`config.mk`:
```
export PLATFORM = sky130hd
export DESIGN_NAME = conv_tile_requant
export DESIGN_NICKNAME = d
export VERILOG_FILES = /design/src/rtl/conv_tile_requant.sv
export SDC_FILE = /design/constraint.sdc
export NUM_CORES = 1
export LEC_CHECK = 0
export ABC_AREA = 1
export CAP_MARGIN = 20
export CORE_MARGIN = 2
export CORE_UTILIZATION = 56
export DETAILED_ROUTE_END_ITERATION = 6
export PLACE_DENSITY = 0.84
export SKIP_LAST_GASP = 1
export SLEW_MARGIN = 20
export SYNTH_ARGS = -nofsm -noshare
export SYNTH_HDL_FRONTEND = slang
export SYNTH_SLANG_ARGS = --single-unit
export TNS_END_PERCENT = 20
```
`constraint.sdc`:
```
create_clock -name clk -period 18.3 [get_ports clk]
set_input_delay 2.745 -clock clk [delete_from_list [all_inputs] [get_ports clk]]
set_output_delay 2.745 -clock clk [all_outputs]
set_load 0.02 [all_outputs]
```
`src/rtl/conv_tile_requant.sv`:
```
// conv_tile_requant
// Captures a TILE x TILE array of unsigned accumulator results on conv_done,
// then requantises each one (bias add, arithmetic right shift, ReLU, clamp to
// OUT_W bits) and streams the results row-major over a valid/ready handshake.
//
// Optional build macro: REQUANT_ROUND_EN
//   defined   -> round half up (add 2^(shift-1)) before the shift
//   undefined -> truncating arithmetic shift
//
// Ports
//   clk, rst          clock, asynchronous active-high reset
//   conv_done         one-cycle capture strobe; c is valid in that cycle
//   c                 [0:TILE-1][0:TILE-1] unsigned accumulator results
//   bias, shift       signed bias and right-shift amount, sampled at capture
//   out_data          requantised activation
//   out_row, out_col  position of out_data in the tile
//   out_last          marks the final element of the tile
//   out_valid         out_data is valid
//   out_ready         downstream accept
//   busy              high from capture until the tile has fully drained
//   tile_done         one-cycle pulse after the last element is accepted
//   drop_err          sticky: conv_done arrived while busy
module conv_tile_requant #(
    parameter int unsigned TILE   = 4,
    parameter int unsigned ACC_W  = 16,
    parameter int unsigned OUT_W  = 8,
    parameter int unsigned BIAS_W = 16
) (
    input  logic                     clk,
    input  logic                     rst,
    input  logic                     conv_done,
    input  logic [ACC_W-1:0]         c [0:TILE-1][0:TILE-1],
    input  logic signed [BIAS_W-1:0] bias,
    input  logic [3:0]               shift,
    output logic [OUT_W-1:0]         out_data,
    output logic [1:0]               out_row,
    output logic [1:0]               out_col,
    output logic                     out_last,
    output logic                     out_valid,
    input  logic                     out_ready,
    output logic                     busy,
    output logic                     tile_done,
    output logic                     drop_err
);

    localparam int unsigned N_ELEM = TILE * TILE;
    localparam int unsigned IDX_W  = $clog2(N_ELEM);
    localparam int unsigned POS_W  = $clog2(TILE);
`ifdef REQUANT_ROUND_EN
    localparam int unsigned SUM_W  = ACC_W + 3;
`else
    localparam int unsigned SUM_W  = ACC_W + 2;
`endif
    localparam logic [IDX_W-1:0] LAST_IDX = IDX_W'(N_ELEM - 1);

    typedef enum logic [1:0] {
        ST_IDLE   = 2'd0,
        ST_STREAM = 2'd1,
        ST_FINISH = 2'd2
    } state_t;

    state_t                    state_q;
    logic [IDX_W-1:0]          idx_q;
    logic [ACC_W-1:0]          buf_q [0:TILE-1][0:TILE-1];
    logic signed [BIAS_W-1:0]  bias_q;
    logic [3:0]                shift_q;

    logic [IDX_W-1:0]          nxt_idx_c;
    logic [OUT_W-1:0]          nxt_data_c;

    // Bias, shift, ReLU and saturation for one accumulator value.
    function automatic logic [OUT_W-1:0] requant(
        input logic [ACC_W-1:0]         acc,
        input logic signed [BIAS_W-1:0] b,
        input logic [3:0]               sh
    );
        logic signed [SUM_W-1:0] s;
        logic signed [SUM_W-1:0] q;
        s = $signed({{(SUM_W-ACC_W){1'b0}}, acc}) + SUM_W'(b);
`ifdef REQUANT_ROUND_EN
        if (sh != 4'd0) begin
            s = s + (SUM_W'(1) <<< (sh - 4'd1));
        end
`endif
        q = s >>> sh;
        // Negative -> 0, anything above OUT_W bits -> all ones.
        if (q[SUM_W-1]) begin
            requant = '0;
        end else if (|q[SUM_W-2:OUT_W]) begin
            requant = '1;
        end else begin
            requant = q[OUT_W-1:0];
        end
    endfunction

    // Element following the one currently presented, taken from the buffer.
    always_comb begin
        nxt_idx_c  = idx_q + IDX_W'(1);
        nxt_data_c = requant(buf_q[nxt_idx_c[IDX_W-1:POS_W]][nxt_idx_c[POS_W-1:0]],
                             bias_q, shift_q);
    end

    // Control FSM with capture buffer and registered outputs.
    always_ff @(posedge clk or posedge rst) begin
        if (rst) begin
            state_q   <= ST_IDLE;
            idx_q     <= '0;
            bias_q    <= '0;
            shift_q   <= '0;
            out_data  <= '0;
            out_row   <= '0;
            out_col   <= '0;
            out_last  <= 1'b0;
            out_valid <= 1'b0;
            busy      <= 1'b0;
            tile_done <= 1'b0;
            drop_err  <= 1'b0;
            for (int r = 0; r < int'(TILE); r++) begin
                for (int k = 0; k < int'(TILE); k++) begin
                    buf_q[r][k] <= '0;
                end
            end
        end else begin
            tile_done <= 1'b0;
            case (state_q)
                ST_IDLE: begin
                    busy <= 1'b0;
                    if (conv_done) begin
                        buf_q     <= c;
                        bias_q    <= bias;
                        shift_q   <= shift;
                        // Element 0 comes straight from the inputs so it is
                        // presented one cycle after conv_done.
                        out_data  <= requant(c[0][0], bias, shift);
                        out_row   <= '0;
                        out_col   <= '0;
                        out_last  <= (LAST_IDX == '0);
                        out_valid <= 1'b1;
                        busy      <= 1'b1;
                        idx_q     <= '0;
                        state_q   <= ST_STREAM;
                    end
                end
                ST_STREAM: begin
                    if (conv_done) begin
                        drop_err <= 1'b1;
                    end
                    if (out_ready) begin
                        if (idx_q == LAST_IDX) begin
                            out_valid <= 1'b0;
                            out_last  <= 1'b0;
                            tile_done <= 1'b1;
                            state_q   <= ST_FINISH;
                        end else begin
                            idx_q    <= nxt_idx_c;
                            out_data <= nxt_data_c;
                            out_row  <= 2'(nxt_idx_c[IDX_W-1:POS_W]);
                            out_col  <= 2'(nxt_idx_c[POS_W-1:0]);
                            out_last <= (nxt_idx_c == LAST_IDX);
                        end
                    end
                end
                ST_FINISH: begin
                    if (conv_done) begin
                        drop_err <= 1'b1;
                    end
                    busy    <= 1'b0;
                    idx_q   <= '0;
                    state_q <= ST_IDLE;
                end
                default: begin
                    out_valid <= 1'b0;
                    busy      <= 1'b0;
                    state_q   <= ST_IDLE;
                end
            endcase
        end
    end

endmodule

```
### After elaboration in Yosys (flattened, before gate mapping)

Cells that the tools add are included.

| cells by class | value |
|---|---|
| reductions and logical operators | 13 |
| mux-type cells | 42 |
| eq/ne operators | 8 |
| $lt $le $gt $ge | 2 |
| shifts and indexed selects | 2 |
| bitwise gates (word level) | 3 |
| $add $sub $neg | 3 |

Operator list:

| kind | number |
|---|---|
| 64-bit binary-select mux with 2-bit select | 1 |
| 64-bit two-way mux | 2 |
| 8-bit two-way mux | 7 |
| 17-bit by 16-bit adder with 18-bit output | 2 |
| 18-bit by 4-bit >>> shifter with 18-bit output | 2 |
| 16-bit binary-select mux with 2-bit select | 1 |
| 16-bit two-way mux | 2 |
| 9-bit OR reduction | 2 |
| 2-bit two-way mux | 8 |
| 8-bit case mux with 2 select lines | 1 |
| 4-bit two-way mux | 3 |
| 2-bit case mux with 2 select lines | 3 |
| 4-bit case mux with 3 select lines | 1 |
| 4-bit AND reduction | 3 |
| 1-bit two-way mux | 10 |
| 4-bit == test, second input constant | 2 |
| 2-bit != test, second input constant | 4 |
| 3-bit greater-or-equal comparator, second input constant | 2 |
| 2-bit inverter with 3-bit output | 2 |
| 3-bit AND reduction | 2 |
| 4-bit by 1-bit adder with 4-bit output, second input constant | 1 |
| 1-bit case mux with 2 select lines | 2 |
| 2-bit AND reduction | 2 |
| 1-bit case mux with 3 select lines | 1 |
| 7 further kinds | 7 |

| word-level totals | value |
|---|---|
| input bits | 280 |
| output and inout bits | 17 |
| bits in registers | 299 |

### Longest topological paths before layout

| logic depth | value |
|---|---|
| depth after elaboration | 16 |
| gate-level depth with buffers | 34 |
| depth with buffers taken out | 32 |

### Least setup slack after synthesis

No wires, ideal clock.

| timing path | value |
|---|---|
| path kind | input to register |
| start point | input port c[240] (netlist name) |
| end point | register out_data[1] |
| data required time | 18183 ps |
| buffers on the path | 0 |
| stages | 24 |
| path slack | 13379 ps |
| arrival | 4804 ps |
| path through | ha_1 inv_1 fa_1 inv_1 nand3_1 nand2_2 nand2_1 nand2_1 nand2_1 nand2_1 nand2_1 nand3_1 nand2_1 nand2_1 nand2_1 o21a_1 nor2_2 nand2_1 nand2_4 nand3_1 nand2_1 nand2_1 nand2_1 nand2_1 |

| on the way | value |
|---|---|
| cells in the longest elaborated chain, start to end | 7 |

RTL lines:

| what | RTL line | RTL |
|---|---|---|
| start, declared | 32 | `input logic [ACC_W-1:0] c [0:TILE-1][0:TILE-1],` |
| 17-bit by 16-bit adder with 18-bit output (*) | 79 | `s = $signed({{(SUM_W-ACC_W){1'b0}}, acc}) + SUM_W'(b);` |
| 18-bit by 4-bit >>> shifter with 18-bit output (*) | 85 | `q = s >>> sh;` |
| 9-bit OR reduction | 89 | `end else if (\|q[SUM_W-2:OUT_W]) begin` |
| 8-bit two-way mux | 89 |  |
| 8-bit two-way mux (*) | 87 | `if (q[SUM_W-1]) begin` |
| 8-bit two-way mux (*) | 128 | `if (conv_done) begin` |
| 8-bit case mux with 2 select lines (*) | 125 | `case (state_q)` |
| end signal, assigned | 134 | `out_data <= requant(c[0][0], bias, shift);` |
| end signal, assigned | 156 | `out_data <= nxt_data_c;` |
| end, declared | 35 | `output logic [OUT_W-1:0] out_data,` |

Every way passes the cells marked *; elsewhere a longest branch is shown, timed or not. The select of a mux whose other input is x is not followed.
A chain may end at the register's enable or synchronous reset.

### Worst setup path after layout

| timing path | value |
|---|---|
| start point | register idx_q[0] |
| end point | register out_data[4] |

| on the way | value |
|---|---|
| cells in the longest elaborated chain, start to end | 16 |
| elaborated cells between the ends (all ways) | 20 |
| classes of those cells | add/sub: 2; eq/ne: 2; shift: 1; mux: 11; bitwise: 2; reduce/logical: 2 |

RTL lines:

| what | RTL line | RTL |
|---|---|---|
| start, declared | 63 | `logic [IDX_W-1:0] idx_q;` |
| start signal, assigned | 155 | `idx_q <= nxt_idx_c;` |
| 4-bit by 1-bit adder with 4-bit output | 98 | `nxt_idx_c = idx_q + IDX_W'(1);` |
| 2-bit inverter with 3-bit output (implied by the code) | 99 | `nxt_data_c = requant(buf_q[nxt_idx_c[IDX_W-1:POS_W]][nxt_idx_c[POS_W-1:0]],` |
| 64-bit binary-select mux with 2-bit select | 99 |  |
| 64-bit two-way mux (implied by the code) (2 in series) | 99 |  |
| 16-bit binary-select mux with 2-bit select | 99 |  |
| 16-bit two-way mux (implied by the code) (2 in series) | 99 |  |
| 17-bit by 16-bit adder with 18-bit output | 79 |  |
| 18-bit by 4-bit >>> shifter with 18-bit output | 85 |  |
| 9-bit OR reduction | 89 |  |
| 8-bit two-way mux | 89 |  |
| 8-bit two-way mux | 87 |  |
| 8-bit two-way mux | 149 | `if (idx_q == LAST_IDX) begin` |
| 8-bit two-way mux | 148 | `if (out_ready) begin` |
| 8-bit case mux with 2 select lines | 125 |  |

Parallel ways exist; a longest one is shown, timed or not. The select of a mux whose other input is x is not followed.

==> results_dict.tcl <==
set metrics [dict create \
    status "completed" \
    cts-htree-levels 1 \
    leakage_nw 10.3 \
    cts_hold_buffers 0 \
    sw_frac_of_total 0.448 \
    die-width_um 180 \
    first_pass_iters 6 \
    crit_top_cell "nand2_1" \
    finalCriticalPeriod_ps 5900 \
    synthesis.area_um2 17300 \
    drcViolationCount 0 \
    first_pass_grt_wire_length_um 79100 \
    finalHoldViolations 0 \
    grt_use_total 0.303 \
    initialDrtViolationCount 1476 \
    m3_gr_usage 0.0436 \
    ys_ff_latch 299 \
    syn-num-nets 2340 \
    worstSetupEndpointType "flop" \
    cts-resized-gates 0 \
    final_net_count 2576 \
    max_stage_delay_ps 650 \
    unrepaired_setup_endpoints_after_global_routing "false" \
    ys_dominant_reg_cell "dfrtp_1" \
    post-cts-setup-buffer-count 0 \
    period_share 0.322 \
    timing.fmax_ghz 0.170 \
    routabilityCongestion 0.963 \
    p_seq_frac 0.287 \
    cts.sink_count 299 \
    setup_viol_count_final 0 \
    worstSetupPathType "reg -> reg" \
    worst-path-max-fanout 189 \
    clock_insertion_delay_worst_skew_ps 580 \
    grt_antenna_before_repair 9 \
    num_vias 15300 \
    io_pins 297 \
    clockPowerShare 0.160 \
    cts_root_buffer "clkbuf_16" \
    postRouteWirelength_um 49900 \
    dieHeight_um 180 \
    synthDominantCellAreaShare 0.432 \
    cap_viol_max_count 0 \
    fraction_of_layout_instances_using_a_drive_strength_above_1 0.132 \
    synth_cell_types 38 \
    groute.layer.met1.usage 0.400 \
    gr-usage-met2 0.506 \
    dieArea_um2 32300 \
    ctsLongestPathBuffers 3 \
    ant_nets 0 \
    vdd_drop_max_mv 0.129 \
    postSynth.asyncResetShare 1.00 \
    io_buffers 296 \
    netlist_instances 2018 \
    post_synth_main_area_contributors "dfrtp_1, mux2_2, nand2_1" \
    std_cell_rows 64 \
    via_per_inst 5.69 \
    synth-edff-count 0 \
    cp_data_required_time_ps 18760 \
    timing.final.ws_setup_ps 12400 \
    yosys_warnings 0 \
    slew_headroom 0.273 \
    p_switching_w 0.00182 \
    grt_busiest_layer "met2" \
    power_frac_comb 0.554 \
    grt_overflow 0 \
    setup_tns_ps 0 \
    synth_area_per_cell_um2 8.58 \
    fill_cells 2303 \
    yosysSeqAreaShare 0.432 \
    critical_path.startpoint_type "flop" \
    wl_per_cell_um 18.6 \
    synth_area_leader_cell "dfrtp_1" \
    arrival_ps 6350 \
    clock_skew_ps 19.7 \
    power_report.internal_total_w 0.00225 \
    hp_class "reg -> reg" \
    layout-area-overhead-vs-synth_pct 24.7 \
    grt_pass1_vias 14900 \
    grt_start_max_net_pins 218 \
    post-dp-hpwl_um 36600 \
    finalMaxSlewViolations 0 \
    post-place-ws_ps 12420 \
    cts_buffers 31 \
    overall_power_w 0.00407 \
    initial_utilization 0.568 \
    cts.reportedPaths.clkPinSlew_ps 60 \
    cts_tree "yes" \
    critical_path.slowest_cell "buf_12" \
    power.density_nw_per_um2 189 \
    floorplan.core_area_um2 30500 \
    tightest_slew_ps 1090 \
]
-- routing by layer --
metal | vias up | wire length [µm]
li1 | 7248 | -
met1 | 7224 | 20500
met2 | 675 | 24000
met3 | 120 | 3290
met4 | 2 | 2120
met5 | - | 13
-- worst max-delay path: cells and delay by family (launching register included) --
kind | cells | cell delay (ps)
and+or+nand+nor | 20 | 1950
buffers and inverters | 4 | 1060
adders and majority gates | 3 | 960
xor gates and xnor gates | 1 | 600
AOI/OAI and AO/OA | 2 | 380
DFF | 1 | 350
muxes | 1 | 180
-- synth_stat cells (2+ instances only) --
library cell,n
o22ai_1,19
xor2_1,7
buf_1,6
or2_2,2
dfrtp_1,299
nand2_2,17
ha_1,40
nand3_1,170
o21bai_1,2
xnor2_1,8
inv_2,5
buf_2,16
nand3_2,2
o21ai_0,121
a211oi_1,16
a21oi_1,96
clkbuf_1,80
mux2_2,202
nand2_1,410
nand4_1,5
clkinv_1,4
o211ai_1,67
nor2_2,4
nor3_1,7
fa_1,2
nor2_1,140
inv_1,194
and2_1,5
mux2i_1,63
-- cell type report --
class | count | area, µm² | share of cell area
well taps | 396 | 495 | 0.0229
inverters | 203 | 774 | 0.0359
multi-input cells | 1413 | 8690 | 0.403
repair buffers | 306 | 3070 | 0.142
diodes | 8 | 20.0 | 0.000927
clock buffers | 43 | 881 | 0.0408
flip-flops and latches | 299 | 7480 | 0.347
clock inverters | 15 | 180 | 0.00834
-- kinds of logic (layout without fill, tap and decap cells) --
logic type	count (synthesis)	count (layout)	share of synthesized area
multiplexers	265	265	0.168
other	0	8	0
buffers and inverters	306	567	0.0677
XOR/XNOR	15	15	0.00759
flip-flops	299	299	0.432
AO/OA/AOI/OAI	326	326	0.109
adder cells (fa/ha/maj)	42	42	0.0312
AND/OR/NAND/NOR	765	765	0.185
-- metrics by stage --
step	util	std cells	hold slack, ps	cell area (µm²)
2_1_floorplan	-	2018	453	17300
3_3_place_gp	0.672	2617	441	20500
3_5_place_dp	0.672	2617	453	20500
4_1_cts	0.707	2675	467	21600
5_1_grt	0.708	2683	500	21600
6_report	0.708	2683	465	21600
-- final timing paths --
check | from | end | slack (ps) | cells past startpoint
max | idx_q[0] | out_data[4] | 12400 | 31
min | drop_err | drop_err | 470 | 1
max reg2reg | idx_q[0] | out_data[4] | 12400 | 31
min reg2reg | drop_err | drop_err | 470 | 1
max in group asynchronous | rst | buf_q[241] | 14240 | 3
min in group asynchronous | rst | buf_q[9] | 2710 | 2
-- flip-flops by register name, indices dropped and copies added, names as in the netlist, 2 cells and up --
signal    cells
bias_q       16
out_row       2
idx_q         4
buf_q       256
state_q       2
shift_q       4
out_data      8
out_col       2
-- cell usage in the layout, fill, tap and decap left out, types with 7 or more instances in the layout --
cell type        count
ha_1                40
clkbuf_16           31
o22ai_1             19
dfrtp_1            299
mux2_2             202
nor3_1               7
clkinv_2             7
o211ai_1            67
xnor2_1              7
diode_2              8
nand2_1            409
o21ai_0            121
clkdlybuf4s50_1    296
mux2i_1             63
a211oi_1            16
nand2_2             17
buf_4                7
nand3_1            170
a21oi_1             96
nor2_1             140
inv_1              193
-- power groups by stage --
stage	combinational [W]	sequential, W	clock [W]
after global placement	0.00213	0.00115	0
after CTS	0.00221	0.00117	0.000656
after global routing	0.00250	0.00120	0.000684
after detailed placement	0.00219	0.00117	0
final	0.00225	0.00117	0.000649
after floorplan	0.00166	0.00112	0
Note: power is estimated with default switching activity, not from simulation.
==> variant (same flow settings) <==
`BIAS_W`: 16 -> 32.
--- a/src/rtl/conv_tile_requant.sv
+++ b/src/rtl/conv_tile_requant.sv
@@ -24,7 +24,7 @@
     parameter int unsigned TILE   = 4,
     parameter int unsigned ACC_W  = 16,
     parameter int unsigned OUT_W  = 8,
-    parameter int unsigned BIAS_W = 16
+    parameter int unsigned BIAS_W = 32
 ) (
     input  logic                     clk,
     input  logic                     rst,
Interface: changed (resized bias); port bits go from 297 to 313. The function was not compared with the original's and may differ.
==> variant against the unedited design <==
Critical path type unchanged; area after synthesis up 0.67%; routed wire length up 6.8%; sequential cell count up 2; combinational power up 4%; critical path depth unchanged; worst setup slack worse by 1.4 ns; final area up 1.1%; power up 4.2%; highest routed layer is now met4.
==> variant: results (changes against the unedited design) <==
run status=finished, final reports clean; leakage=10.4 nW (+1.0%); top post-synthesis cells by count=412 x nand2_1, 301 x dfrtp_1, 200 x mux2_2; pin count of the biggest net entering global routing=239 (+9.6%); CTS H-tree lvls=2 (+1); post-synthesis sequential area ratio=0.432 (about the same); PortBufs=298 (+0.68%); Final Skew=0.0435 ns (+0.0238 ns); Syn Nets=2,366 (+1.1%); Longest Clk Path Bufs=3 (unchanged); initial antenna violation count=3 (-6); Worst VDD drop=0.108 mV (-16%); layout cell share with drive strength beyond 1=0.139 (+0.00780); Placed Area=20,600 um^2 (+0.67%); Worst R2R Setup Slack=11.05 ns (-1.35 ns); Final HPWL DP=39,500 um (+7.7%); vias per cell=5.69 (about the same); vias in the first global route=15,400 (+3.2%); first-pass GRT wire length=83,300 um (+5.4%); nets@finish=2,606 (+1.2%); 1st-iter DRT viols=1,318 (-11%); Comb power=2.34 mW (+4%); Area contributors post-synth=dfrtp_1 43%, mux2_2 13%, nand2_1 8.9%, nand3_1 4.6%, inv_1 4.2%; P_int=2.32 mW (+3.1%); slowest stage delay, CP=1.07 ns (+0.42 ns); count of cell types in the netlist=44 (+16%); Arr. time, crit path=7.64 ns (+1.29 ns); Max stage delay cell, worst path=dfrtp_1; CTS buffer count=34 (+9.7%); clock latency on the worst-skew pair=0.54 ns (-0.04 ns); CP max FO=85 (-55%); GP Congestion=0.902 (-6.3%); Rel. slew slack=0.230 (-0.0431); top flop regs=buf_q (256), bias_q (18), out_data (8); Clock Power=715 uW (+10%); DRT Wirelength=53,300 um (+6.8%); total track usage=0.325 (+0.0219); RR Endpoint=out_data[7]
## variant: routing by layer
layer | GRT usage | vias to the layer above | wire length, um
met2 | 0.545 | 619 | 25800
met1 | 0.396 | 7298 | 20800
met4 | 0.160 | 0 | 2730
met5 | 0 | - | 0
met3 | 0.0728 | 159 | 3980
li1 | - | 7263 | -
## variant: kinds of logic (layout without fill, tap and decap cells)
logic type      count (synthesis)  after routing  share of synthesized area
compound gates                322            322                      0.110
xor+xnor                       14             14                    0.00703
fa+ha+maj                      40             40                     0.0296
buf+inv                       310            575                     0.0681
flops                         301            301                      0.432
mux                           257            257                      0.162
other cells                     0              3                          0
simple gates                  786            786                      0.191
## variant: cell type report
| type | count | area share |
|---|---|---|
| inverters | 205 | 0.0356 |
| well taps | 396 | 0.0227 |
| clock inverters | 14 | 0.00889 |
| flip-flops and latches | 301 | 0.345 |
| multi-input cells | 1419 | 0.401 |
| repair buffers | 309 | 0.142 |
| clock buffers | 47 | 0.0449 |
| diodes | 3 | 0.000344 |
## variant: worst max path at each step
stage,end,slack (ns),cells after the start
2_1_floorplan,bias_q[0],7.24,1
4_1_cts,out_data[7],11.34,31
6_report,out_data[7],11.05,31
3_3_place_gp,out_data[7],11.56,31
3_5_place_dp,out_data[2],11.41,31
5_1_grt,out_data[7],10.75,31
## variant: metrics by stage
stage	utilization	std cells	total power [mW]	hold slack, ns	setup WS [ns]
after floorplan	-	2030	2.84	0.453	7.24
after global placement	0.675	2630	3.39	0.441	11.56
after detailed placement	0.675	2630	3.47	0.462	11.41
after CTS	0.713	2691	4.21	0.477	11.34
final	0.713	2694	4.24	0.471	11.05
after global routing	0.713	2694	4.56	0.495	10.75
